**src/rtl/beat_window_counter.sv**
```systemverilog
// beat_window_counter: counts debounced heartbeat edges over fixed windows of clk cycles
// and publishes the closed window's count with a one-cycle strobe.
module beat_window_counter #(
  parameter int unsigned WINDOW_CYCLES  = 1_500_000_000,
  parameter int unsigned REFRACT_CYCLES = 25_000_000
) (
  input  logic       clk,
  input  logic       rst,
  input  logic       enable,
  input  logic       pulse_in,
  output logic [5:0] sum,
  output logic       sum_valid,
  output logic       saturated
);
  localparam int TW = $clog2(WINDOW_CYCLES);
  localparam int RW = $clog2(REFRACT_CYCLES + 1);
  localparam logic [TW-1:0] T_LAST = TW'(WINDOW_CYCLES - 1);
  localparam logic [RW-1:0] R_LOAD = RW'(REFRACT_CYCLES - 1);
  typedef enum logic {IDLE, COUNT} state_t;
  state_t state_q, state_d;
  logic s1_q, s2_q, prev_q;
  logic [TW-1:0] timer_q, timer_d;
  logic [6:0] cnt_q, cnt_d, cnt_inc;
  logic [RW-1:0] refr_q, refr_d;
  logic [5:0] sum_q, sum_d;
  logic sat_q, sat_d, vld_q, vld_d;
  logic beat, term;
  assign beat = s2_q && !prev_q && refr_q == '0 && state_q == COUNT;
  assign term = timer_q == T_LAST;
  // closing count includes a beat accepted in the terminal cycle; holds at 64
  assign cnt_inc = (beat && cnt_q != 7'd64) ? cnt_q + 7'd1 : cnt_q;
  always_comb begin
    state_d = state_q;
    timer_d = timer_q;
    cnt_d   = cnt_q;
    refr_d  = refr_q;
    sum_d   = sum_q;
    sat_d   = sat_q;
    vld_d   = 1'b0;
    if (state_q == IDLE || !enable) begin
      state_d = enable ? COUNT : IDLE;
      timer_d = '0;
      cnt_d   = '0;
      refr_d  = '0;
    end else begin
      timer_d = term ? '0 : timer_q + 1'b1;
      cnt_d   = term ? '0 : cnt_inc;
      refr_d  = beat ? R_LOAD : (refr_q != '0 ? refr_q - 1'b1 : refr_q);
      sum_d   = term ? (cnt_inc[6] ? 6'd63 : cnt_inc[5:0]) : sum_q;
      sat_d   = term ? cnt_inc[6] : sat_q;
      vld_d   = term;
    end
  end
  always_ff @(posedge clk or posedge rst) begin
    if (rst) begin
      s1_q    <= 1'b0;
      s2_q    <= 1'b0;
      prev_q  <= 1'b0;
      state_q <= IDLE;
      timer_q <= '0;
      cnt_q   <= '0;
      refr_q  <= '0;
      sum_q   <= '0;
      sat_q   <= 1'b0;
      vld_q   <= 1'b0;
    end else begin
      s1_q    <= pulse_in;
      s2_q    <= s1_q;
      prev_q  <= s2_q;
      state_q <= state_d;
      timer_q <= timer_d;
      cnt_q   <= cnt_d;
      refr_q  <= refr_d;
      sum_q   <= sum_d;
      sat_q   <= sat_d;
      vld_q   <= vld_d;
    end
  end
  assign sum       = sum_q;
  assign sum_valid = vld_q;
  assign saturated = sat_q;
endmodule

```
**config.mk**
```make
export PLATFORM = sky130hd
export DESIGN_NAME = beat_window_counter
export DESIGN_NICKNAME = d
export VERILOG_FILES = /design/src/rtl/beat_window_counter.sv
export SDC_FILE = /design/constraint.sdc
export NUM_CORES = 1
export LEC_CHECK = 0
export ABC_AREA = 1
export BUFFER_PORTS_ARGS = -buffer_cell sky130_fd_sc_hd__buf_4
export CAP_MARGIN = 20
export CORE_MARGIN = 2
export CORE_UTILIZATION = 30
export DETAILED_ROUTE_END_ITERATION = 12
export SYNTH_ARGS = -nofsm -noshare
export SYNTH_HDL_FRONTEND = slang
export SYNTH_SLANG_ARGS = --single-unit
```
**constraint.sdc**
```tcl
create_clock -name clk -period 2.4 [get_ports clk]
set_input_delay 0 -clock clk [delete_from_list [all_inputs] [get_ports clk]]
set_output_delay 0 -clock clk [all_outputs]
set_load 0.02 [all_outputs]
```
==> results by group <==
Setup path
  – Crit start category: register
  – Setup CP Type: register to register
  – Cell chain of the critical path: inv_1 -> ha_1 -> inv_1 -> nor2_1 -> nand3_2 -> nor2_8 -> nand3_4 -> nand2_1 -> nand2_1 -> nand2_1 -> nand3_1
  – Crit path from: refr_q[0]
  – Cell mode on critical path: nand2_1
  – Data arrival, critical path: roughly 2200 ps
  – Worst Path Required: 2610 ps
  – Crit-path max FO: 13
  – CP max stage delay: around 370 ps
  – Worst Setup End Kind: register
  – Reg-to-Reg Start: refr_q[0]
  – Slowest cell on crit path: dfrtp_1

Synthesis
  – Primary FF master, synth: dfrtp_1
  – Share of synthesized registers carrying an async set or reset: between 90% and 100%
  – Area contributors post-synth: dfrtp_1, nand2_1, nor2_1, inv_1, nand3_1
  – Avg Inst Size Synth: around 7.6 um2
  – Post-synth top area share: a little over two fifths
  – Mapped Nets: 591
  – Ys Warns: 0
  – Post-synth top cells: nand2_1, nor2_1, dfrtp_1
  – Cells after synthesis: slightly below 600
  – Cell Area, Synth: 0.00439 mm2
  – EDFF count, synth: 0
  – Sequential share of the synthesized area: between 40% and 50%
  – Yosys top cell by area: dfrtp_1
  – Yosys reg bits: 75
  – Most numerous cell in the Yosys netlist: nand2_1
  – Post-synthesis cell type count: 38

Power and ir drop
  – Int Power: 2.97 mW
  – Leakage: between 2 and 2.5 nW
  – Sequential power share: between 30 and 40%
  – Switching Fraction: between 30% and 40%
  – Combinational share of power: 33.3%
  – Max VDD drop: 0.500 mV
  – Sw Pwr: ~1.6 mW
  – Power per cell area: roughly 900 mW/mm2
  – Clock share of power: ~35%

Place
  – Cell count after placement: 774
  – GPL Wtd Cong: between 0.9 and 1
  – Buffers on Ports: 11
  – DP Wirelength: 7610 um

Run
  – Max-capacitance violation count: 0

Clock network
  – Postcts setup bufs: 0
  – CTS max path bufs: 2
  – Clock slew at reported path FFs: 60 ps
  – Root Driver: clkbuf_16
  – Worst skew pair latency: ~340 ps
  – Num CTS Buffers: 9
  – Clk sink count: 75
  – TritonCTS clock tree: yes
  – H-tree levels: 3

Layout
  – Finished Core Util: 35.3%
  – Non-filler instance count after layout: 793
  – Ant diodes: 0
  – Area Overhead vs Synth: 15.9%
  – Final nets: a little over 600
  – Layout cell share with drive strength beyond 1: a little over a tenth
  – Filler cell count in the final layout: ~1,500

Global route
  – First-pass GRT wire length: around 18,000 um
  – Gr usage total: 13.8%
  – Vias in the first global route: about 3,700
  – Pin count of the biggest net entering global routing: 44
  – Total gr overflow: 0
  – Initial antenna violation count: 0

Detailed routing
  – DRT iter0 DRCs: 269
  – Final ANT Viol Nets: 0
  – 1st-pass router iterations: 4
  – Wire length per cell: around 13 um
  – DRT Wirelength: ~10,000 um
  – Residual DRC: 0
  – Via density: ~4.8
  – Via count: between 3,000 and 4,000

STA
  – RSZ-0062 raised after global routing: no
  – Max-slew headroom: around half
  – Fin crit period: about 2000 ps
  – Setup TNS Final: 0 ps
  – Max Slew Vio Count: 0
  – Layout Skew: a little over 7 ps
  – Period Utilization, post-route: about 80%
  – Final hold violation count: 0
  – FMAX: slightly above 0.5 GHz
  – Setup violators final: 0
  – Slew @ Worst Pin: between 700 and 800 ps

Floorplan
  – Die area: approximately 0.016 mm2
  – Chip width: between 100 and 150 um
  – I/O pin count: 12
  – Chip height: approximately 130 um
  – Core footprint: roughly 0.014 mm2
  – Initial Utilization: a little under a third
  – # rows: 44

Min path
  – Hold path startpoint: pulse_in
  – Worst min path class: primary input to register

Outcome
  – Outcome: completed
[critical path: cells and delay by family, from the launching register on]
kind          cells  cell delay, ps
simple gates      8            1150
flops             1             370
buf+inv           2             170
fa+ha+maj         1             160
[sequential cells by signal (all words and copies together), names as in the netlist, 6 cells and up]
signal,cells
sum,6
timer_q,31
cnt_q,7
refr_q,25
[path summary, 6_finish.rpt]
path / depth (start not counted) / to / slack (ps)
setup reg to reg: 11 / sum[1] / 420
hold / removal: 2 / s1_q / 330
min in group asynchronous: 3 / refr_q[12] / 340
max in group asynchronous: 4 / timer_q[24] / 1430
setup / recovery: 11 / sum[1] / 420
hold reg to reg: 0 / s2_q / 350
[cell families (layout without fill, tap and decap cells)]
kind of cell               after synthesis  in the layout  synth area share, %
DFF                                     75             75                 42.7
buffers and inverters                   83            110                 7.35
AOI/OAI and AO/OA                       42             42                 5.24
adders and majority gates                5              5                 1.42
xor gates and xnor gates                31             31                 6.18
and+or+nand+nor                        346            346                 37.1
[power by group through the flow]
stage	Sequential, mW	Combinational (mW)	Clock, mW
final	1.49	1.53	1.59
after global routing	1.50	1.74	1.69
after CTS	1.49	1.53	1.62
after detailed placement	1.51	1.52	0
after global placement	1.51	1.53	0
after floorplan	1.47	1.27	0
[layer usage]
layer / share of wire, % / wire length (um) / global-route usage, %
met1: 49 / 4940 / 18.4
met2: 46 / 4670 / 21.6
met3: 3.7 / 377 / 3.72
met4: 1.6 / 160 / 4.90
met5: 0 / 0 / 0
[metrics by stage]
step	area, um2	hold slack (ps)	worst slack (ps)	power (mW)
floorplan	4390	31.4	490	2.74
finish	5090	334	423	4.61
global placement	4710	110	456	3.03
detailed placement	4710	111	426	3.02
global route	5090	322	156	4.93
CTS	5090	321	410	4.64
[cell usage in the layout (no fill, tap or decap), drive strengths merged, types with 5 or more instances in the layout]
cell type | synthesis | final
a21oi | 18 | 18
inv | 74 | 74
nand3 | 44 | 44
nor3 | 31 | 31
dfrtp | 75 | 75
clkbuf | 2 | 10
buf | 5 | 15
ha | 5 | 5
nor2 | 113 | 113
nand3b | 5 | 5
nand2 | 126 | 126
nand4 | 20 | 20
xnor2 | 9 | 9
xor2 | 22 | 22
o21ai | 15 | 15
[layout make-up]
cell class / count / area [um2] / area share (%)
Clock buffer: 10 / 239 / 4.69
Clock inverter: 6 / 111 / 2.19
Inverter: 76 / 287 / 5.63
Multi-Input combinational cell: 424 / 2190 / 43.1
Sequential cell: 75 / 1880 / 36.8
Tap cell: 184 / 230 / 4.52
Timing Repair Buffer: 18 / 155 / 3.05
[repair_timing]
action                                 in CTS  in global routing
endpoints found under the hold margin      44                  0
resized for setup                           0                  0
hold buffers                                3                  0
Note: power is estimated with default switching activity, not from simulation.
